==> src/rtl/sseg_pkg.sv <==
// Shared constants for the seven-segment scan controller: active-low segment
// patterns {g,f,e,d,c,b,a} for hex 0-F and the index-width helper.
package sseg_pkg;

    localparam logic [6:0] SEG_BLANK = 7'h7F;

    localparam logic [6:0] SEG_0 = 7'h40;
    localparam logic [6:0] SEG_1 = 7'h79;
    localparam logic [6:0] SEG_2 = 7'h24;
    localparam logic [6:0] SEG_3 = 7'h30;
    localparam logic [6:0] SEG_4 = 7'h19;
    localparam logic [6:0] SEG_5 = 7'h12;
    localparam logic [6:0] SEG_6 = 7'h02;
    localparam logic [6:0] SEG_7 = 7'h78;
    localparam logic [6:0] SEG_8 = 7'h00;
    localparam logic [6:0] SEG_9 = 7'h10;
    localparam logic [6:0] SEG_A = 7'h08;
    localparam logic [6:0] SEG_B = 7'h03;  // lower-case b
    localparam logic [6:0] SEG_C = 7'h46;
    localparam logic [6:0] SEG_D = 7'h21;  // lower-case d
    localparam logic [6:0] SEG_E = 7'h06;
    localparam logic [6:0] SEG_F = 7'h0E;

    // Digit index width; a single-digit display still needs a 1-bit index.
    function automatic int idx_width(input int n);
        return (n > 1) ? $clog2(n) : 1;
    endfunction

endpackage

==> src/rtl/sseg_hex_decoder.sv <==
// Combinational hex nibble to active-low seven-segment pattern {g,f,e,d,c,b,a}.
module sseg_hex_decoder
    import sseg_pkg::*;
(
    input  logic [3:0] nibble,
    output logic [6:0] seg
);

    always_comb begin
        seg = SEG_BLANK;
        case (nibble)
            4'h0: seg = SEG_0;
            4'h1: seg = SEG_1;
            4'h2: seg = SEG_2;
            4'h3: seg = SEG_3;
            4'h4: seg = SEG_4;
            4'h5: seg = SEG_5;
            4'h6: seg = SEG_6;
            4'h7: seg = SEG_7;
            4'h8: seg = SEG_8;
            4'h9: seg = SEG_9;
            4'hA: seg = SEG_A;
            4'hB: seg = SEG_B;
            4'hC: seg = SEG_C;
            4'hD: seg = SEG_D;
            4'hE: seg = SEG_E;
            4'hF: seg = SEG_F;
            default: seg = SEG_BLANK;
        endcase
    end

endmodule

==> src/rtl/sseg_scan_ctrl.sv <==
// Time-multiplexed seven-segment scanner with per-frame snapshot, blanking
// guard, 4-bit PWM and decimal points. Define SSEG_LZB_EN for leading-zero blanking.
module sseg_scan_ctrl
    import sseg_pkg::*;
#(
    parameter int N_DIGITS  = 4,
    parameter int DIV_W     = 16,
    parameter int BLANK_CYC = 8
) (
    input  logic                  clk,
    input  logic                  rst,
    input  logic                  en_i,
    input  logic [4*N_DIGITS-1:0] digits_i,
    input  logic [N_DIGITS-1:0]   dp_i,
    input  logic [3:0]            brightness_i,
    output logic [N_DIGITS-1:0]   sseg_a_o,
    output logic [6:0]            sseg_c_o,
    output logic                  sseg_dp_o,
    output logic                  frame_o
);

    localparam int                IDX_W     = idx_width(N_DIGITS);
    localparam logic [IDX_W-1:0]  IDX_TOP   = IDX_W'(N_DIGITS - 1);
    localparam logic [DIV_W-1:0]  DIV_MAX   = '1;
    localparam logic [DIV_W-1:0]  BLANK_END = DIV_W'(BLANK_CYC);

    logic [DIV_W-1:0]      div_cnt_reg;
    logic [IDX_W-1:0]      idx_reg;
    logic                  fresh_reg;
    logic [4*N_DIGITS-1:0] snap_dig_reg;
    logic [N_DIGITS-1:0]   snap_dp_reg;

    logic                  slot_wrap;
    logic                  take_snap;
    logic                  lit_now;
    logic [3:0]            pwm_phase;
    logic [4*N_DIGITS-1:0] cur_dig;
    logic [N_DIGITS-1:0]   cur_dp;
    logic [N_DIGITS-1:0]   cur_blank;
    logic [3:0]            nib_sel;
    logic                  dp_sel;
    logic                  blank_sel;
    logic [6:0]            seg_dec;
    logic [N_DIGITS-1:0]   anode_next;
    logic [6:0]            cath_next;
    logic                  dp_next;

    assign slot_wrap = (div_cnt_reg == DIV_MAX);
    // A fresh start (reset or re-enable) snapshots immediately; otherwise only
    // at the slot wrap that closes the rightmost digit.
    assign take_snap = en_i && (fresh_reg || (slot_wrap && idx_reg == '0));

    // While a fresh snapshot is being captured, show the value being captured
    // so the first slot never displays stale data.
    assign cur_dig = fresh_reg ? digits_i : snap_dig_reg;
    assign cur_dp  = fresh_reg ? dp_i     : snap_dp_reg;

`ifdef SSEG_LZB_EN
    logic [N_DIGITS-1:0] live_blank;
    logic [N_DIGITS-1:0] snap_blank_reg;

    // A digit is a leading zero when it and every digit to its left are zero.
    assign live_blank[0] = 1'b0;
    for (genvar gi = 1; gi < N_DIGITS; gi++) begin : g_lzb
        if (gi == N_DIGITS - 1) begin : g_top
            assign live_blank[gi] = (digits_i[4*gi +: 4] == 4'h0);
        end else begin : g_mid
            assign live_blank[gi] = (digits_i[4*gi +: 4] == 4'h0) && live_blank[gi+1];
        end
    end

    assign cur_blank = fresh_reg ? live_blank : snap_blank_reg;
`else
    assign cur_blank = '0;
`endif

    always_comb begin
        nib_sel   = 4'h0;
        dp_sel    = 1'b0;
        blank_sel = 1'b0;
        for (int i = 0; i < N_DIGITS; i++) begin
            if (idx_reg == IDX_W'(i)) begin
                nib_sel   = cur_dig[4*i +: 4];
                dp_sel    = cur_dp[i];
                blank_sel = cur_blank[i];
            end
        end
    end

    sseg_hex_decoder u_dec (
        .nibble (nib_sel),
        .seg    (seg_dec)
    );

    assign pwm_phase = div_cnt_reg[DIV_W-1 -: 4];
    assign lit_now   = en_i && (div_cnt_reg >= BLANK_END) &&
                       ((brightness_i == 4'hF) || (pwm_phase < brightness_i));

    for (genvar gi = 0; gi < N_DIGITS; gi++) begin : g_anode
        assign anode_next[gi] = !(lit_now && (idx_reg == IDX_W'(gi)));
    end

    assign cath_next = (lit_now && !blank_sel) ? seg_dec : SEG_BLANK;
    assign dp_next   = !(lit_now && dp_sel);

    always_ff @(posedge clk or posedge rst) begin
        if (rst) begin
            div_cnt_reg    <= '0;
            idx_reg        <= IDX_TOP;
            fresh_reg      <= 1'b1;
            snap_dig_reg   <= '0;
            snap_dp_reg    <= '0;
`ifdef SSEG_LZB_EN
            snap_blank_reg <= '0;
`endif
            sseg_a_o       <= '1;
            sseg_c_o       <= SEG_BLANK;
            sseg_dp_o      <= 1'b1;
            frame_o        <= 1'b0;
        end else begin
            sseg_a_o  <= anode_next;
            sseg_c_o  <= cath_next;
            sseg_dp_o <= dp_next;
            frame_o   <= take_snap;
            if (!en_i) begin
                div_cnt_reg <= '0;
                idx_reg     <= IDX_TOP;
                fresh_reg   <= 1'b1;
            end else begin
                div_cnt_reg <= div_cnt_reg + DIV_W'(1);
                fresh_reg   <= 1'b0;
                if (slot_wrap) begin
                    idx_reg <= (idx_reg == '0) ? IDX_TOP : idx_reg - IDX_W'(1);
                end
                if (take_snap) begin
                    snap_dig_reg   <= digits_i;
                    snap_dp_reg    <= dp_i;
`ifdef SSEG_LZB_EN
                    snap_blank_reg <= live_blank;
`endif
                end
            end
        end
    end

endmodule
==> config.mk <==
export PLATFORM = sky130hd
export DESIGN_NAME = sseg_scan_ctrl
export DESIGN_NICKNAME = d
export VERILOG_FILES = /design/src/rtl/sseg_pkg.sv /design/src/rtl/sseg_hex_decoder.sv /design/src/rtl/sseg_scan_ctrl.sv
export SDC_FILE = /design/constraint.sdc
export NUM_CORES = 1
export LEC_CHECK = 0
export ABC_AREA = 1
export BUFFER_PORTS_ARGS = -buffer_cell sky130_fd_sc_hd__buf_2
export CAP_MARGIN = 20
export CORE_MARGIN = 5
export CORE_UTILIZATION = 50
export DETAILED_ROUTE_END_ITERATION = 7
export PLACE_DENSITY = 0.76
export SLEW_MARGIN = 0
export SYNTH_ARGS = -nofsm -noshare
export SYNTH_HDL_FRONTEND = slang
export SYNTH_SLANG_ARGS = --single-unit
==> constraint.sdc <==
create_clock -name clk -period 2.7 [get_ports clk]
set_clock_uncertainty 0.2 [all_clocks]
set_input_delay 0.27 -clock clk [delete_from_list [all_inputs] [get_ports clk]]
set_output_delay 0.27 -clock clk [all_outputs]
set_load 0.03 [all_outputs]
# Word level (Yosys, flattened, before mapping)
# Memories as Yosys holds them, arrays and structs flattened.
# Index checks and enable logic that the tools add are counted.
[op_classes] n_eq_ne=6 n_lt_le_gt_ge=2 n_addsub=2 n_reduce_logical=18 n_mux=16
[op_table] operator="2-to-1 mux 16 bit" n=2
[op_table] operator="2-to-1 mux 4 bit" n=5
[op_table] operator="adder 16 x 1 -> 16 bit (second input constant)" n=1
[op_table] operator="== test 16 bit (second input constant)" n=1
[op_table] operator="greater-or-equal comparator 16 x 4 -> 1 bit (second input constant)" n=1
[op_table] operator="logical AND 1 bit" n=9
[op_table] operator="2-to-1 mux 7 bit" n=1
[op_table] operator="2-to-1 mux 2 bit" n=3
[op_table] operator="logical NOT 1 bit" n=5
[op_table] operator="2-to-1 mux 1 bit" n=5
[op_table] operator="== test 2 bit (second input constant)" n=2
[op_table] operator="== test 4 bit (second input constant)" n=1
[op_table] operator="< comparator 4 bit" n=1
[op_table] operator="== test 2 x 1 -> 1 bit (second input constant)" n=1
[op_table] operator="logical NOT 2 bit" n=1
[op_table] operator="logical OR 1 bit" n=2
[op_table] operator="!= test 2 x 1 -> 1 bit (second input constant)" n=1
[op_table] operator="AND reduction 2 bit" n=1
[op_table] operator="subtractor 2 x 1 -> 2 bit (second input constant)" n=1
[word_totals] out_inout_bits=13 register_bits=52 input_bits=27 mem_count=1 romBits=112 word_cells=54
[memory_table] name="(name not given)" depth=16 width=7 read_ports=1 rd_clocked_by_memory_dff=0 write_ports=0 line_no="sseg_hex_decoder.sv:11" rtl="case (nibble)"

# Depth between registers and ports, before layout
# Gate-level depths: netlist of run 1.
[logic_depth] ltp_word=7 depth_mapped=17 mapped_depth_nobuf=17

# Modules after synthesis
# Synthesis of run 1 repeated with hierarchy kept, for this count alone.
[unflattened] cells_unflattened=416 hier_area_um2=3083.0
[modules_own_cells] module="sseg_scan_ctrl" area_per_inst_um2=2808.9 seq_area_each_um2=1320.0 n_inst=1 cells_each=367
[modules_own_cells] module="sseg_hex_decoder" area_per_inst_um2=274.0 seq_area_each_um2=0.0 n_inst=1 cells_each=49

# Least setup slack after synthesis of run 1
# No wires, ideal clock.
[synth_timing] path_type="reg2reg" from="register idx_reg[1]" to="register sseg_c_o[1]" arrival_ns=1.921 required_ns=2.423 synth_period_minus_slack_ns=2.199 path_buffers=1 path_slack_ns=0.501 setup_ns=0.077 path_stages_with_launch=17 path_cell_list="dfstp_2 > inv_1 > ha_1 > buf_6 > nor2_4 > nand2_1 > nand2_1 > nand2_1 > nand2_1 > nand3_1 > nand2_2 > inv_1 > ha_1 > nand2_1 > nor2_1 > nor2_1 > nand2_1"
[synth_between] elab_chain_cells=7 word_cells_on_any_way=10 cone_classes="3 x eq/ne; 5 x mux; 1 x reduce/logical; 1 x memory"
[synth_rtl] item="from (decl)" line_no="sseg_scan_ctrl.sv:28" rtl="logic [IDX_W-1:0] idx_reg;"
[synth_rtl] item="from (signal assigned)" line_no="sseg_scan_ctrl.sv:133" rtl="idx_reg <= (idx_reg == '0) ? IDX_TOP : idx_reg - IDX_W'(1);"
[synth_rtl] item="logical NOT 2 bit" line_no="sseg_scan_ctrl.sv:82" rtl="if (idx_reg == IDX_W'(i)) begin"
[synth_rtl] item="2-to-1 mux 4 bit (3 in a row)" line_no="sseg_scan_ctrl.sv:82"
[synth_rtl] item="2-to-1 mux 4 bit (*)" line_no="sseg_scan_ctrl.sv:82"
[synth_rtl] item="memory read (16 x 7 bit) (*)"
[synth_rtl] item="2-to-1 mux 7 bit (*)" line_no="sseg_scan_ctrl.sv:103" rtl="assign cath_next = (lit_now && !blank_sel) ? seg_dec : SEG_BLANK;"
[synth_rtl] item="net cath_next[1]" line_no="sseg_scan_ctrl.sv:45" rtl="logic [6:0] cath_next;"
[synth_rtl] item="to (signal assigned)" line_no="sseg_scan_ctrl.sv:122" rtl="sseg_c_o <= cath_next;"
[synth_rtl] item="to (decl)" line_no="sseg_scan_ctrl.sv:17" rtl="output logic [6:0] sseg_c_o,"
# The timed path passes the listed nets; every way through them passes the cells marked *.
# A chain may end at the register's enable or synchronous reset.

# Worst setup path after layout of run 1
[layout_timing] from="register idx_reg[0]" to="register sseg_c_o[3]"
# Same word-level chain as after synthesis.

==> impl_results.rst, run 1 <==
.. list-table::
   :header-rows: 1

   * - Metric
     - Value
   * - Number of non-filler instances in the completed layout
     - 513
   * - Die Width
     - 88.57 um
   * - Synthesized area per cell
     - 7.775 um^2
   * - Crit path required time
     - 2730 ps
   * - Power share of the clock group
     - 27.0%
   * - Switching share of total power
     - 31.52%
   * - Share of cells above drive strength 1
     - 21.23%
   * - Critical Path Sink Type
     - flop
   * - Max-cap check violation count
     - 0
   * - Vias post-DR
     - 2,656
   * - NumNets Final
     - 477
   * - Internal
     - 1.176 mW
   * - Reg power frac
     - 49.9%
   * - Clock period minus worst slack
     - 2499 ps
   * - Wire length of the first global-routing pass
     - 11.73 mm
   * - Cell with the most instances on the worst path
     - sky130_fd_sc_hd__nand2_1
   * - Cells after Synth
     - 397
   * - Placed wire-length estimate after detailed placement
     - 4.913 mm
   * - Area contributors post-synth
     - sky130_fd_sc_hd__dfrtp_1 30%, sky130_fd_sc_hd__nand2_1 14%, sky130_fd_sc_hd__dfstp_2 13%, sky130_fd_sc_hd__nand3_1 8.6%, sky130_fd_sc_hd__ha_1 5.3%
   * - IR drop worst, VDD
     - 0.2477 mV
   * - Launch point of the worst reg-to-reg path
     - idx_reg[0]$_DFFE_PP1P_
   * - Die area
     - 0.007845 mm^2
   * - DRC violations left
     - 0
   * - Synthesis warning total
     - 0
   * - Number of clock buffers inserted by TritonCTS
     - 5
   * - Vias in the first global route
     - 2,637
   * - Number of search-and-repair iterations in the first detailed-routing pass
     - 4
   * - Category of the worst setup path launch point
     - flop
   * - Total global routing overflow
     - 0
   * - Buffers added on ports
     - 39
   * - Number of nets with antenna violations after detailed routing
     - 0
   * - Setup repair after global routing missed its margin
     - false
   * - Syn_nets
     - 437
   * - Worst-margin pin slew
     - 585.6 ps
   * - Total of fill cells in the finished design
     - 566
   * - CTS root buffer
     - sky130_fd_sc_hd__clkbuf_8
   * - Post-Synthesis Cell Area
     - 0.003087 mm^2
   * - Relative max-transition margin
     - 60.92%
   * - Startpoint of the most critical hold path
     - digits_i[5]
   * - Endpoint of the most critical register-to-register path
     - sseg_c_o[3]$_DFF_PP1_
   * - Reg clk slew, reported paths
     - 100 ps
   * - Antenna diode instance count
     - 0
   * - Cell type with the highest aggregate area in the netlist
     - sky130_fd_sc_hd__dfrtp_1
   * - Worst min path class
     - in2reg
   * - Ordered list of cells on the worst path
     - inv_1, ha_1, inv_1, nor2_4, nand3_1, nand2_1, nand2_1, nand2_1, a21boi_2, inv_1, ha_1, nand3_1, nand2_1, nand2_1, nand3_1
   * - Fmax achieved
     - 400.2 MHz
   * - Register area share after synthesis
     - 42.76%
   * - Effective utilization at floorplan
     - 51.83%
   * - Antenna violations before repair
     - 0
   * - Number of buffers and inverters on the critical path
     - 3
   * - Average vias per placed instance
     - 5.177
   * - Library cell contributing the largest single delay on the critical path
     - sky130_fd_sc_hd__dfstp_2
   * - Register-to-Register Path Depth
     - 15
   * - Number of unique standard cell types used by synthesis
     - 32
   * - Outcome
     - complete, no violations
   * - Count of final hold-check violations
     - 0
   * - Final critical-path share of the clock period
     - 92.54%
   * - Critical path type
     - reg2reg
   * - Count of endpoints failing setup in the final report
     - 0
   * - Switching power
     - 0.5412 mW
   * - Htree depth
     - 2
   * - Hold Path Depth
     - 3
   * - Power density over cell area
     - 501.9 mW/mm^2
   * - Leakage power of the design
     - 1.763 nW
   * - Overall routed net length
     - 6.709 mm
   * - Setup Total Neg Slack
     - 0 ps
   * - Setup WS post-layout
     - 201.3 ps
   * - Routability congestion estimate
     - 0.8708
   * - Standard cell core area
     - 0.005956 mm^2
   * - Number of buffers on the longest clock path
     - 2
   * - Total number of clock tree sinks
     - 52
   * - Max-slew violations
     - 0
   * - CP arrival
     - 2530 ps
   * - Number of top-level pins
     - 40
   * - Delay of the slowest cell on the worst path
     - 560 ps
   * - Share of the synthesized area in the top cell type
     - 30.00%
   * - Worst-case setup slack after placement
     - 219.4 ps
   * - Layout overhead on the synthesized area
     - 10.82%
   * - Die Y-Extent
     - 88.57 um
   * - CTS tree
     - done
   * - Cell Count Post-Placement
     - 503
   * - Wirelength per Cell
     - 13.08 um
   * - Setup slack, reg-to-reg
     - 200 ps
   * - Maximum fanout along the worst path
     - 6
   * - Total GRT Usage
     - 18.84%
   * - Initial DRC Count
     - 164
   * - Number of placement rows
     - 28
   * - Part of the total power dissipated in combinational logic
     - 23.1%
   * - Min-Delay Endpoint
     - snap_dig_reg[5]$_DFFE_PP0P_
   * - Pin count of the biggest net entering global routing
     - 46
   * - Kind of cell adding the most delay to the critical path
     - simple AND/OR/NAND/NOR gates
   * - #FFs+latches synth
     - 52
   * - Clock insertion delay at the later pin of the skew report
     - 300 ps
==> kinds of logic after synthesis <==
family                     share of synthesized area, %
xor gates and xnor gates                         0.5676
AOI/OAI and AO/OA                                 7.499
and+or+nand+nor                                   34.13
adders and majority gates                         5.270
DFF                                               42.76
buffers and inverters                             9.769
==> power groups by stage <==
stage / sequential (mW) / combinational, mW / clock, mW
CTS: 0.858 / 0.393 / 0.482
global placement: 0.870 / 0.375 / 0
global route: 0.864 / 0.455 / 0.520
floorplan: 0.867 / 0.303 / 0
detailed placement: 0.872 / 0.391 / 0
finish: 0.857 / 0.396 / 0.463
==> cells in the mapped netlist, drive strengths merged <==
cell type,count
a21boi,2
nor2,35
dfstp,15
inv,46
nor4,1
clkbuf,3
nand3,54
o21ai,20
clkinv,3
nor3,8
buf,10
o21a,2
xor2,2
o211ai,2
nand4,3
dfrtp,37
a21oi,15
nand2,126
ha,13
==> worst reg2reg max path, delay by kind of cell, from the launching register on <==
kind,cells,cell delay (ps)
adder cells (fa/ha/maj),2,490
buffers and inverters,3,300
AND/OR/NAND/NOR,9,620
flip-flops,1,560
AO/OA/AOI/OAI,1,250
==> cells in the final DEF, fill, tap and decap left out, types with 3 or more instances in the layout <==
cell type and count:
sky130_fd_sc_hd__inv_1 41, sky130_fd_sc_hd__dfstp_2 15, sky130_fd_sc_hd__nor2_1 31, sky130_fd_sc_hd__dfrtp_1 37, sky130_fd_sc_hd__nand2_4 5, sky130_fd_sc_hd__nor2_2 3, sky130_fd_sc_hd__a21oi_1 15, sky130_fd_sc_hd__nand2_1 119
sky130_fd_sc_hd__clkinv_1 3, sky130_fd_sc_hd__nor3_1 5, sky130_fd_sc_hd__buf_4 5, sky130_fd_sc_hd__clkbuf_8 6, sky130_fd_sc_hd__nand3_1 53, sky130_fd_sc_hd__o21ai_0 18, sky130_fd_sc_hd__inv_2 5, sky130_fd_sc_hd__buf_2 39
sky130_fd_sc_hd__ha_1 12
==> through the flow <==
stage | area, um^2 | util (%) | hold slack, ps | power (mW)
2_1_floorplan | 3087 | - | 214.5 | 1.170
3_3_place_gp | 3296 | 55.34 | 249.4 | 1.245
3_5_place_dp | 3296 | 55.34 | 259.6 | 1.263
4_1_cts | 3388 | 56.89 | 1.333 | 1.732
5_1_grt | 3421 | 57.44 | 2.760 | 1.839
6_report | 3421 | 57.44 | 4.849 | 1.717
==> metal layers <==
| layer | share of wire [%] | global-route usage [%] | routed length [um] |
|---|---|---|---|
| met4 | 1.1 | 5.220 | 75 |
| met2 | 51 | 33.99 | 3454 |
| met5 | 0 | 0 | 0 |
| met1 | 42 | 22.88 | 2821 |
| met3 | 5.3 | 3.631 | 357 |
==> layout make-up <==
class	count	area (um^2)	share of cell area, %
repair buffers	46	262.8	7.681
well taps	75	93.84	2.743
flip-flops and latches	52	1320	38.59
clock buffers	7	86.33	2.524
multi-input cells	283	1468	42.90
clock inverters	1	6.256	0.1829
inverters	49	183.9	5.377
==> how the worst max path moves through the flow <==
stage	start	to	slack (ps)	cells after the start
2_1_floorplan	idx_reg[1]$_DFFE_PP1P_	sseg_c_o[1]$_DFF_PP1_	500	16
3_3_place_gp	idx_reg[1]$_DFFE_PP1P_	sseg_c_o[1]$_DFF_PP1_	280	15
3_5_place_dp	idx_reg[1]$_DFFE_PP1P_	sseg_c_o[1]$_DFF_PP1_	220	15
4_1_cts	idx_reg[0]$_DFFE_PP1P_	sseg_c_o[3]$_DFF_PP1_	190	15
5_1_grt	idx_reg[0]$_DFFE_PP1P_	sseg_c_o[3]$_DFF_PP1_	8	15
6_report	idx_reg[0]$_DFFE_PP1P_	sseg_c_o[3]$_DFF_PP1_	200	15
==> timing repair <==
item,CTS,global route
hold endpoints to repair,0,37
endpoints found under the setup margin,0,2
setup buffers,0,0
hold buffers,0,1
resized for setup,0,1
Power figures use the tool's default switching activity.
==> inputs of run 2 (changes only) <==
--- a/config.mk
+++ b/config.mk
@@ -12,6 +12,7 @@
 export CORE_UTILIZATION = 50
 export DETAILED_ROUTE_END_ITERATION = 7
 export PLACE_DENSITY = 0.76
+export SETUP_SLACK_MARGIN = 0.4
 export SLEW_MARGIN = 0
 export SYNTH_ARGS = -nofsm -noshare
 export SYNTH_HDL_FRONTEND = slang
==> run 2 against run 1 <==
Utilization increased by 5.2 points. Via count increased by 4.7%. Sequential share of layout area decreased by 3.2 points. Critical path depth decreased by 2. Cell count increased by 3.3%. First-iteration DRC count increased by 3.7%. Register-to-register slack improved by 230 ps. Final area increased by 9.0%. Combinational power increased by 37%.
==> impl_results.rst, run 2 (synthesis gave the netlist of run 1 again) <==
.. list-table::
   :header-rows: 1

   * - Metric
     - Value
   * - Worst-case setup slack after placement
     - 219.4 ps
   * - Total global routing overflow
     - 0
   * - Worst-margin pin slew
     - 352.1 ps
   * - Sequential cell area
     - 0.001320 mm^2
   * - Layout overhead on the synthesized area
     - 20.79%
   * - Library cell contributing the largest single delay on the critical path
     - sky130_fd_sc_hd__dfstp_2
   * - Relative max-transition margin
     - 76.44%
   * - Cell with the most instances on the worst path
     - sky130_fd_sc_hd__nand3_1
   * - Number of top-level pins
     - 40
   * - Number of nets with antenna violations after detailed routing
     - 0
   * - Total GRT Usage
     - 19.19%
   * - Setup WS post-layout
     - 427.6 ps
   * - IR drop worst, VDD
     - 0.2588 mV
   * - Number of search-and-repair iterations in the first detailed-routing pass
     - 4
   * - Maximum fanout along the worst path
     - 6
   * - Clock insertion delay at the later pin of the skew report
     - 300 ps
   * - Antenna diode instance count
     - 0
   * - Number of clock buffers inserted by TritonCTS
     - 5
   * - Vias in the first global route
     - 2,690
   * - Average vias per placed instance
     - 5.249
   * - CP arrival
     - 2320 ps
   * - Setup repair after global routing missed its margin
     - true
   * - Vias post-DR
     - 2,782
   * - Die Width
     - 88.57 um
   * - Initial DRC Count
     - 170
   * - Setup Total Neg Slack
     - 0 ps
   * - Die area
     - 0.007845 mm^2
   * - CTS root buffer
     - sky130_fd_sc_hd__clkbuf_8
   * - Outcome
     - complete, no violations
   * - Reg clk slew, reported paths
     - 100 ps
   * - DRC violations left
     - 0
   * - Share of cells above drive strength 1
     - 29.23%
   * - Placed wire-length estimate after detailed placement
     - 4.913 mm
   * - Crit path launch
     - idx_reg[0]$_DFFE_PP1P_
   * - Total of fill cells in the finished design
     - 498
   * - Routability congestion estimate
     - 0.8708
   * - Total number of clock tree sinks
     - 52
   * - Critical Path Sink Type
     - flop
   * - Category of the worst setup path launch point
     - flop
   * - Launch point of the worst reg-to-reg path
     - idx_reg[0]$_DFFE_PP1P_
   * - Htree depth
     - 2
   * - Setup slack, reg-to-reg
     - 430 ps
   * - Standard cell core area
     - 0.005956 mm^2
   * - Clock period minus worst slack
     - 2272 ps
   * - Effective utilization at floorplan
     - 51.83%
   * - Crit path required time
     - 2750 ps
   * - Worst min path class
     - in2reg
   * - Most common cell after layout, fill and taps aside
     - sky130_fd_sc_hd__nand2_1
   * - NumNets Final
     - 494
   * - Critical path type
     - reg2reg
   * - Antenna violations before repair
     - 0
   * - Max-cap check violation count
     - 0
   * - Delay of the slowest cell on the worst path
     - 560 ps
   * - Overall routed net length
     - 7.256 mm
   * - Max-slew violations
     - 0
   * - Final critical-path share of the clock period
     - 84.16%
   * - CTS tree
     - done
   * - Buffers added on ports
     - 39
   * - Leakage power of the design
     - 1.876 nW
   * - Wirelength per Cell
     - 13.69 um
   * - Count of final hold-check violations
     - 0
   * - Ordered list of cells on the worst path
     - buf_4, ha_4, nor2_4, nand3_1, nand2_1, nand2_1, nand2_2, a21boi_4, ha_2, inv_1, nand3_1, nand3_1, nand3_1
   * - Pin count of the biggest net entering global routing
     - 46
   * - Die Y-Extent
     - 88.57 um
   * - Wire length of the first global-routing pass
     - 11.96 mm
   * - Multi-input gate area
     - 0.001618 mm^2
   * - Number of buffers on the longest clock path
     - 2
   * - Count of endpoints failing setup in the final report
     - 0
   * - Power density over cell area
     - 501.7 mW/mm^2
   * - Fmax achieved
     - 440.1 MHz
   * - Number of placement rows
     - 28
   * - Most frequent cells in the layout
     - 117 x sky130_fd_sc_hd__nand2_1, 50 x sky130_fd_sc_hd__nand3_1, 39 x sky130_fd_sc_hd__buf_2
   * - Startpoint of the most critical hold path
     - digits_i[3]
   * - Final core utilization
     - 62.61%
run 2: what timing repair did:
| item | CTS | global route |
|---|---|---|
| hold endpoints to repair | 0 | 37 |
| hold buffers | 0 | 1 |
| setup endpoints to repair | 7 | 18 |
| pin swaps | 3 | 15 |
| buffers inserted | 6 | 11 |
| gates resized for setup | 10 | 31 |
run 2: worst max-delay path, delay by kind of cell, from the launching register on:
kind	cells	cell delay, ps
AND/OR/NAND/NOR	8	640
buffers and inverters	2	190
flip-flops	1	560
adder cells (fa/ha/maj)	2	410
AO/OA/AOI/OAI	1	220
run 2: routing by layer:
layer,track usage [%],up-vias,routed length (um)
met5,0,-,0
met4,5.220,0,114
met3,3.818,15,337
met2,34.47,61,3811
met1,23.41,1332,2992
li1,-,1374,-
run 2: layout make-up:
type,instances,share of cell area (%)
Multi-Input combinational cell,283,43.39
Sequential cell,52,35.40
Timing Repair Buffer,63,10.91
Inverter,49,5.302
Tap cell,75,2.517
Clock buffer,7,2.315
Clock inverter,1,0.1678
run 2: worst paths after layout:
path                                          endpoint  cells past startpoint
max in group asynchronous        sseg_c_o[5]$_DFF_PP1_                      5
min in group asynchronous  snap_dig_reg[5]$_DFFE_PP0P_                      3
hold reg to reg            snap_dig_reg[2]$_DFFE_PP0P_                      2
setup / recovery                 sseg_c_o[0]$_DFF_PP1_                     13
hold / removal             snap_dig_reg[3]$_DFFE_PP0P_                      3
setup reg to reg                 sseg_c_o[0]$_DFF_PP1_                     13
run 2: stage by stage:
step	std cells	instance area (um^2)	power [mW]	hold WS (ps)
2_1_floorplan	397	3087	1.170	214.5
3_3_place_gp	503	3296	1.245	249.4
3_5_place_dp	503	3296	1.263	259.6
4_1_cts	517	3467	1.766	1.333
5_1_grt	530	3729	1.987	6.269
6_report	530	3729	1.870	1.647
run 2: where the power goes:
group          internal [mW]  leakage, nW  switching [mW]  total (mW)
registers              0.830        0.639          0.0306       0.861
clock network          0.210       0.0488           0.258       0.468
logic                  0.220         1.19           0.322       0.542
total                   1.26         1.88           0.611        1.87
